<file path="src/rtl/iomem_pkg.sv">
// iomem_pkg: shared widths, state encoding and error read-data default for the iomem arbiter
package iomem_pkg;
    localparam int DATA_W = 32;
    localparam int ADDR_W = 32;
    localparam logic [DATA_W-1:0] ERR_RDATA_DEF = 32'hFFFF_FFFF;
    localparam logic [1:0] ST_IDLE = 2'd0;
    localparam logic [1:0] ST_BUSY = 2'd1;
    localparam logic [1:0] ST_DONE = 2'd2;
endpackage

</file>
<file path="src/rtl/iomem_wdt.sv">
// iomem_wdt: 16-bit slave wait counter that flags when TIMEOUT-1 wait cycles have elapsed
module iomem_wdt #(
    parameter int TIMEOUT = 255
) (
    input  logic clk,
    input  logic resetn,
    input  logic clear,
    input  logic enable,
    output logic expired
);
    logic [15:0] cnt_q;
    logic [15:0] cnt_d;

    assign cnt_d   = clear ? 16'd0 : enable ? cnt_q + 16'd1 : cnt_q;
    assign expired = cnt_q == 16'(TIMEOUT - 1);

    // count wait cycles, restarting at every new grant
    always_ff @(posedge clk or negedge resetn)
        if (!resetn) cnt_q <= '0;
        else         cnt_q <= cnt_d;
endmodule

</file>
<file path="src/rtl/iomem_arbiter.sv">
// iomem_arbiter: round-robin arbiter of two requesters onto one iomem slave with a watchdog abort
module iomem_arbiter
    import iomem_pkg::*;
#(
    parameter int                TIMEOUT   = 255,
    parameter logic [DATA_W-1:0] ERR_RDATA = ERR_RDATA_DEF
) (
    input  logic              clk,
    input  logic              resetn,
    input  logic              m0_valid,
    input  logic [3:0]        m0_wstrb,
    input  logic [ADDR_W-1:0] m0_addr,
    input  logic [DATA_W-1:0] m0_wdata,
    output logic              m0_ready,
    output logic [DATA_W-1:0] m0_rdata,
    input  logic              m1_valid,
    input  logic [3:0]        m1_wstrb,
    input  logic [ADDR_W-1:0] m1_addr,
    input  logic [DATA_W-1:0] m1_wdata,
    output logic              m1_ready,
    output logic [DATA_W-1:0] m1_rdata,
    output logic              s_valid,
    output logic [3:0]        s_wstrb,
    output logic [ADDR_W-1:0] s_addr,
    output logic [DATA_W-1:0] s_wdata,
    input  logic              s_ready,
    input  logic [DATA_W-1:0] s_rdata,
    output logic              grant,
    output logic              busy,
    output logic              timeout_err
);
    logic [1:0]        state_q, state_d;
    logic              grant_q, grant_d;
    logic              pri_q, pri_d;
    logic              s_valid_q, s_valid_d;
    logic [3:0]        s_wstrb_q, s_wstrb_d;
    logic [ADDR_W-1:0] s_addr_q, s_addr_d;
    logic [DATA_W-1:0] s_wdata_q, s_wdata_d;
    logic [DATA_W-1:0] m0_rdata_q, m0_rdata_d;
    logic [DATA_W-1:0] m1_rdata_q, m1_rdata_d;
    logic              m0_ready_q, m0_ready_d;
    logic              m1_ready_q, m1_ready_d;
    logic              terr_q, terr_d;
    logic              sel, grab, fin, expired;
    logic [DATA_W-1:0] rd;

    // pri_q names the requester that wins a tie; a lone requester always wins
    assign sel  = (m0_valid & m1_valid) ? pri_q : m1_valid;
    assign grab = (state_q == ST_IDLE) & (m0_valid | m1_valid);
    assign fin  = (state_q == ST_BUSY) & (s_ready | expired);
    assign rd   = s_ready ? s_rdata : ERR_RDATA;

    iomem_wdt #(.TIMEOUT(TIMEOUT)) u_wdt (
        .clk    (clk),
        .resetn (resetn),
        .clear  (grab),
        .enable ((state_q == ST_BUSY) & ~s_ready),
        .expired(expired)
    );

    // next state: latch the winner's command on grant, complete on slave ready or watchdog
    always_comb begin
        state_d    = state_q == ST_IDLE ? (grab ? ST_BUSY : ST_IDLE) :
                     state_q == ST_BUSY ? (fin ? ST_DONE : ST_BUSY) : ST_IDLE;
        grant_d    = grab ? sel : grant_q;
        pri_d      = grab ? ~sel : pri_q;
        s_valid_d  = grab | (s_valid_q & ~fin);
        s_wstrb_d  = grab ? (sel ? m1_wstrb : m0_wstrb) : s_wstrb_q;
        s_addr_d   = grab ? (sel ? m1_addr : m0_addr) : s_addr_q;
        s_wdata_d  = grab ? (sel ? m1_wdata : m0_wdata) : s_wdata_q;
        m0_rdata_d = (fin & ~grant_q) ? rd : m0_rdata_q;
        m1_rdata_d = (fin & grant_q) ? rd : m1_rdata_q;
        m0_ready_d = fin & ~grant_q;
        m1_ready_d = fin & grant_q;
        terr_d     = fin & ~s_ready;
    end

    // state registers, all cleared by reset
    always_ff @(posedge clk or negedge resetn)
        if (!resetn) begin
            state_q    <= ST_IDLE;
            grant_q    <= 1'b0;
            pri_q      <= 1'b0;
            s_valid_q  <= 1'b0;
            s_wstrb_q  <= '0;
            s_addr_q   <= '0;
            s_wdata_q  <= '0;
            m0_rdata_q <= '0;
            m1_rdata_q <= '0;
            m0_ready_q <= 1'b0;
            m1_ready_q <= 1'b0;
            terr_q     <= 1'b0;
        end else begin
            state_q    <= state_d;
            grant_q    <= grant_d;
            pri_q      <= pri_d;
            s_valid_q  <= s_valid_d;
            s_wstrb_q  <= s_wstrb_d;
            s_addr_q   <= s_addr_d;
            s_wdata_q  <= s_wdata_d;
            m0_rdata_q <= m0_rdata_d;
            m1_rdata_q <= m1_rdata_d;
            m0_ready_q <= m0_ready_d;
            m1_ready_q <= m1_ready_d;
            terr_q     <= terr_d;
        end

    assign m0_ready    = m0_ready_q;
    assign m1_ready    = m1_ready_q;
    assign m0_rdata    = m0_rdata_q;
    assign m1_rdata    = m1_rdata_q;
    assign s_valid     = s_valid_q;
    assign s_wstrb     = s_wstrb_q;
    assign s_addr      = s_addr_q;
    assign s_wdata     = s_wdata_q;
    assign grant       = grant_q;
    assign busy        = state_q != ST_IDLE;
    assign timeout_err = terr_q;
endmodule
</file>
<file path="config.mk">
export PLATFORM = sky130hd
export DESIGN_NAME = iomem_arbiter
export DESIGN_NICKNAME = d
export VERILOG_FILES = /design/src/rtl/iomem_pkg.sv /design/src/rtl/iomem_wdt.sv /design/src/rtl/iomem_arbiter.sv
export SDC_FILE = /design/constraint.sdc
export NUM_CORES = 1
export LEC_CHECK = 0
export ABC_AREA = 1
export CORE_AREA = 8 8 106 204
export CTS_CLUSTER_DIAMETER = 80
export DETAILED_ROUTE_END_ITERATION = 12
export DIE_AREA = 0 0 114 212
export MAX_ROUTING_LAYER = met4
export PLACE_DENSITY = 0.81
export SETUP_SLACK_MARGIN = 0.15
export SKIP_CTS_REPAIR_TIMING = 1
export SYNTH_ARGS = -nofsm -noshare
export SYNTH_HDL_FRONTEND = slang
export SYNTH_SLANG_ARGS = --single-unit
</file>
<file path="constraint.sdc">
create_clock -name clk -period 1.5 [get_ports clk]
set_input_delay 0.3 -clock clk [delete_from_list [all_inputs] [get_ports clk]]
set_output_delay 0.3 -clock clk [all_outputs]
set_load 0.02 [all_outputs]
</file>
Yosys cells after proc, flatten, opt, wreduce, memory -nomap -nowiden
Cells that the tools add are included.
W data, S select, Z words.
{"block": "word_totals", "ff_bits": 156, "wordCells": 45}
{"block": "classes", "mux": 11, "add_sub_neg": 1, "eq_ne": 2, "n_bitwise": 15, "n_reduce_logical": 3}
{"op": "$mux W32", "n": 3}
{"op": "$mux W16", "n": 2}
{"op": "$add A16 B1 Y16 const B", "n": 1}
{"op": "$eq A16 B8 Y1 const B", "n": 1}
{"op": "$and A1 B1 Y1", "n": 8}
{"op": "$mux W2", "n": 3}
{"op": "$mux W4", "n": 1}
{"op": "$not A1 Y1", "n": 4}
{"op": "$reduce_bool A2 Y1", "n": 2}
{"op": "$or A1 B1 Y1", "n": 3}
{"op": "$eq A2 B1 Y1 const B", "n": 1}
{"op": "$logic_not A2 Y1", "n": 1}
{"op": "$mux W1", "n": 2}

Depth between registers and ports, before layout
{"block": "logic_depth", "depth_word": 6, "mapped_depth": 10, "ltp_nobuf": 9}

By module
From an unflattened synthesis, not the netlist that was laid out.
{"block": "hier_totals", "cells_unflattened": 852, "hier_area_um2": 7312.0}
{"module": "iomem_arbiter", "n_inst": 1, "cells_each": 726, "area_each_um2": 6368.6, "seq_area_each_um2": 3503.4}
{"module": "iomem_wdt", "n_inst": 1, "cells_each": 126, "area_each_um2": 943.4, "seq_area_each_um2": 400.4}

Worst setup path after synthesis
OpenSTA, ideal clock, no wires.
{"block": "synth_timing", "path_kind": "register to register", "start": "register u_wdt.cnt_q[0]", "end": "register m1_rdata_q[10] (netlist: m1_rdata[10])", "slack_ns": 0.091, "stages_incl_launch_ff": 11, "t_required_ns": 1.383, "arrival_time_ns": 1.292, "n_path_buf": 1, "path_cell_list": "dfrtp_1 > inv_1 > ha_1 > nand2_1 > nor2_1 > nand2_2 > nand2_4 > nand3_2 > buf_2 > nand2_1 > nand2_1"}
{"block": "synth_between", "elab_chain_len": 4}
{"element": "start: declaration", "line_no": "iomem_wdt.sv:11", "text": "logic [15:0] cnt_q;"}
{"element": "start signal: assignment", "line_no": "iomem_wdt.sv:20", "text": "else cnt_q <= cnt_d;"}
{"element": "$eq A16 B8 Y1", "line_no": "iomem_wdt.sv:15", "text": "assign expired = cnt_q == 16'(TIMEOUT - 1);"}
{"element": "$or A1 B1 Y1", "line_no": "iomem_arbiter.sv:50", "text": "assign fin = (state_q == ST_BUSY) & (s_ready | expired);"}
{"element": "$and A1 B1 Y1", "line_no": "iomem_arbiter.sv:50"}
{"element": "$and A1 B1 Y1", "line_no": "iomem_arbiter.sv:72", "text": "m1_rdata_d = (fin & grant_q) ? rd : m1_rdata_q;"}
{"element": "end signal: assignment", "line_no": "iomem_arbiter.sv:102", "text": "m1_rdata_q <= m1_rdata_d;"}
{"element": "end: declaration", "line_no": "iomem_arbiter.sv:40", "text": "logic [DATA_W-1:0] m1_rdata_q, m1_rdata_d;"}
No other way between the ends.
A chain may end at the register's enable or synchronous reset.

Final worst setup path
{"block": "layout_timing", "start": "register state_q[1]", "end": "register m1_rdata_q[23] (netlist: m1_rdata[23])"}
{"block": "layout_between", "elab_chain_len": 3}
{"element": "start: declaration", "line_no": "iomem_arbiter.sv:32", "text": "logic [1:0] state_q, state_d;"}
{"element": "start signal: assignment", "line_no": "iomem_arbiter.sv:94", "text": "state_q <= state_d;"}
{"element": "$eq A2 B1 Y1", "line_no": "iomem_arbiter.sv:50"}
{"element": "$and A1 B1 Y1", "line_no": "iomem_arbiter.sv:50"}
{"element": "$and A1 B1 Y1", "line_no": "iomem_arbiter.sv:72"}
No other way between the ends.

==> metrics.md <==
| Metric | Value |
|---|---|
| Vias | 7,566 |
| CTS tree | built |
| Initial antenna violation count | 0 |
| Chip Width | 114 um |
| Root Buffer | clkbuf_16 |
| Average wire per standard cell | 19.07 um |
| Count of state elements after synthesis | 156 |
| Fmax achieved | 600.0 MHz |
| Top cell type's share of synthesized area | 0.5519 |
| DIE AREA | approximately 24,000 um2 |
| IO buf count | 310 |
| FILL cells | 1,581 |
| Max cap viols | 0 |
| Largest net degree at the start of global routing | 68 |
| Critical path fanouts, max | 67 |
| Syn. warnings | 0 |
| Pwr per Cell Area | 1995 nW/um2 |
| Initial DRC count | roughly 470 |
| TritonCTS Buffers | 17 |
| Clock slew at reported path FFs | about 60 ps |
| CP required | 1800 ps |
| Post-synth ARST share | 1.000 |
| Final wirelength | 27,960 um |
| Worst Setup Start Kind | register |
| DRC | 0 |
| DR vias/cell | between 5 and 6 |
| Placeable Area | approximately 19,000 um2 |
| Actual slew at the worst max-slew pin | 327.9 ps |
| M3 GR Usage | 0.08535 |
| Detailed-placement wirelength estimate | slightly below 20,000 um |
| Clock sink count | 156 |
| Met2 global-route usage | 0.3299 |
| Post-Route Skew | 8.493 ps |
| Post-synthesis cell type count | 28 |
| Relative max-transition margin | 0.7806 |
| Post-route ant nets | 0 |
| Main synth FF type | dfrtp_1 |
| Post-synth EDFFs | 0 |
| Syn_area_per_cell | around 8.3 um2 |
| Status | complete, but fails checks |
| Tmin final | 1667 ps |
| Period utilization | 1.111 |
| Final setup TNS | -6654 ps |
| Worst EP arrival | 1970 ps |
| RSZ-0062 raised after global routing | yes |
| Drt first pass iters | 5 |
| Met1 usage | 0.2571 |
| Final core utilization | 0.6111 |
| Crit. End Element | register |
| Crit Path Category | register to register |
| Synth cell count leaders | 363 x nand2_1, 156 x dfrtp_1, 71 x nand3_1 |
| Tot GR Track Use | 0.2173 |
| Final net count | approximately 1,400 |
| Fin worst setup slack | -166.8 ps |
| Leak Pwr | approximately 6 nW |
| Cells after Synth | 849 |
| Seq/Total Area, Yosys | 0.5519 |
| Failing checks | negative setup slack |
| Starting Density | 0.3703 |
| Area leader, netlist | dfrtp_1 |
| Peak supply drop | 0.001020 V |
| Layer with the highest usage | met2 |
| FP Rows | 72 |
| GRT overflow | 0 |
| Area growth, synth to finish | 65.01% |
| Fin. Hold Viols | 0 |
| Worst-Skew Late Latency | around 420 ps |
| Syn Nets | 1,024 |
| Io pins | slightly above 300 |
| Clock buffer depth | 2 |
| Synth area leaders | dfrtp_1 55%, nand2_1 19%, nand4_1 5.7%, nand3_1 5.0%, or2_2 2.8% |
| Vias in the first global route | 7,647 |
| Final Max Slew Viols | 0 |
| Die height | about 210 um |
| Post-Syn Area | 7073 um2 |
| First-pass GRT wire length | 40,210 um |
| Setup violators final | 95 |
| # H-tree levels | 4 |
| Most used standard cell by instance count after synthesis | nand2_1 |
| Share of layout cells above drive strength 1 | 0.2593 |
| ANT cells | 0 |
| Hold Path Class | input port to asynchronous set/reset pin |
| Gpl congestion | 0.9307 |
## cell usage in the layout, fill, tap and decap left out, types with 10 or more instances in the layout
| master | instances |
|---|---|
| dfrtp_1 | 154 |
| nand4_1 | 65 |
| clkbuf_2 | 80 |
| or2_2 | 32 |
| buf_4 | 31 |
| nor2_1 | 27 |
| clkbuf_16 | 27 |
| nand3_1 | 68 |
| buf_6 | 15 |
| buf_2 | 11 |
| nand2_2 | 36 |
| dlymetal6s2s_1 | 41 |
| clkdlybuf4s50_1 | 171 |
| nand2_1 | 314 |
| a22oi_1 | 10 |
| nand2_4 | 17 |
| inv_1 | 24 |
| buf_12 | 18 |
## flip-flops by register name, summed over array words and instances (netlist names)
signal / count
m0_rdata: 32
m1_ready: 1
s_wdata: 32
m0_ready: 1
u_wdt.cnt_q: 16
m1_rdata: 32
s_addr: 32
timeout_err: 1
s_wstrb: 4
grant: 1
state_q: 2
pri_q: 1
s_valid: 1
## worst paths after layout
kind | startpoint | to | slack [ps] | cells after the start
min in group clk | m0_wdata[14] | s_wdata[14] | 420 | 3
worst max-delay path | state_q[1] | m1_rdata[23] | -170 | 7
worst max register to register | state_q[1] | m1_rdata[23] | -170 | 7
max in group asynchronous | resetn | m1_rdata[15] | 600 | 3
worst min-delay path | resetn | m1_rdata[10] | 320 | 2
worst min register to register | m0_rdata[1] | m0_rdata[1] | 470 | 2
## cell type report
cell class / instances / area (um2) / area share
clock buffer: 23 / 467.9 / 0.04009
clock inverter: 9 / 65.06 / 0.005575
inverter: 32 / 120.1 / 0.01029
multi-input combinational: 608 / 3078 / 0.2637
sequential: 156 / 3906 / 0.3347
tap: 259 / 324.1 / 0.02777
timing repair buffer: 379 / 3710 / 0.3179
## kinds of logic after synthesis
group                    after synthesis  synth area share
adder cells (fa/ha/maj)                2          0.003537
buffers and inverters                 86           0.05855
AND/OR/NAND/NOR                      579            0.3623
flip-flops                           156            0.5519
AO/OA/AOI/OAI                         26           0.02370
## critical path: stages (launching register included)
cell,delay [ps]
dfrtp_1,400
buf_6,130
nor2_4,150
buf_12,290
nand3_4,200
clkbuf_16,220
nand2_1,80
nand2_1,70
## through the flow
step	hold WS [ps]	std cells	total power, mW	area (um2)	worst slack, ps
after floorplan	4.409	849	13.16	7127	135.6
after global placement	184.2	1411	19.23	10790	-268.1
after detailed placement	186.4	1411	19.51	10790	-320.1
after CTS	-265.1	1443	23.56	11330	-412.2
after global routing	334.8	1466	24.66	11670	-265.0
final	317.2	1466	23.28	11670	-166.8
## layer usage
| layer | part of all wire | routed length (um) |
|---|---|---|
| met1 | 0.40 | 11090 |
| met2 | 0.47 | 13020 |
| met3 | 0.11 | 3093 |
| met4 | 0.027 | 757 |
| met5 | 0 | 0 |
## power breakdown
group          switching [mW]  leakage, nW  internal, mW
sequential               1.36         1.92          6.13
combinational            7.16         3.82          4.66
clock                    1.76        0.246          2.21
total                    10.3         5.99          13.0
(Power assumes the default switching activity.)
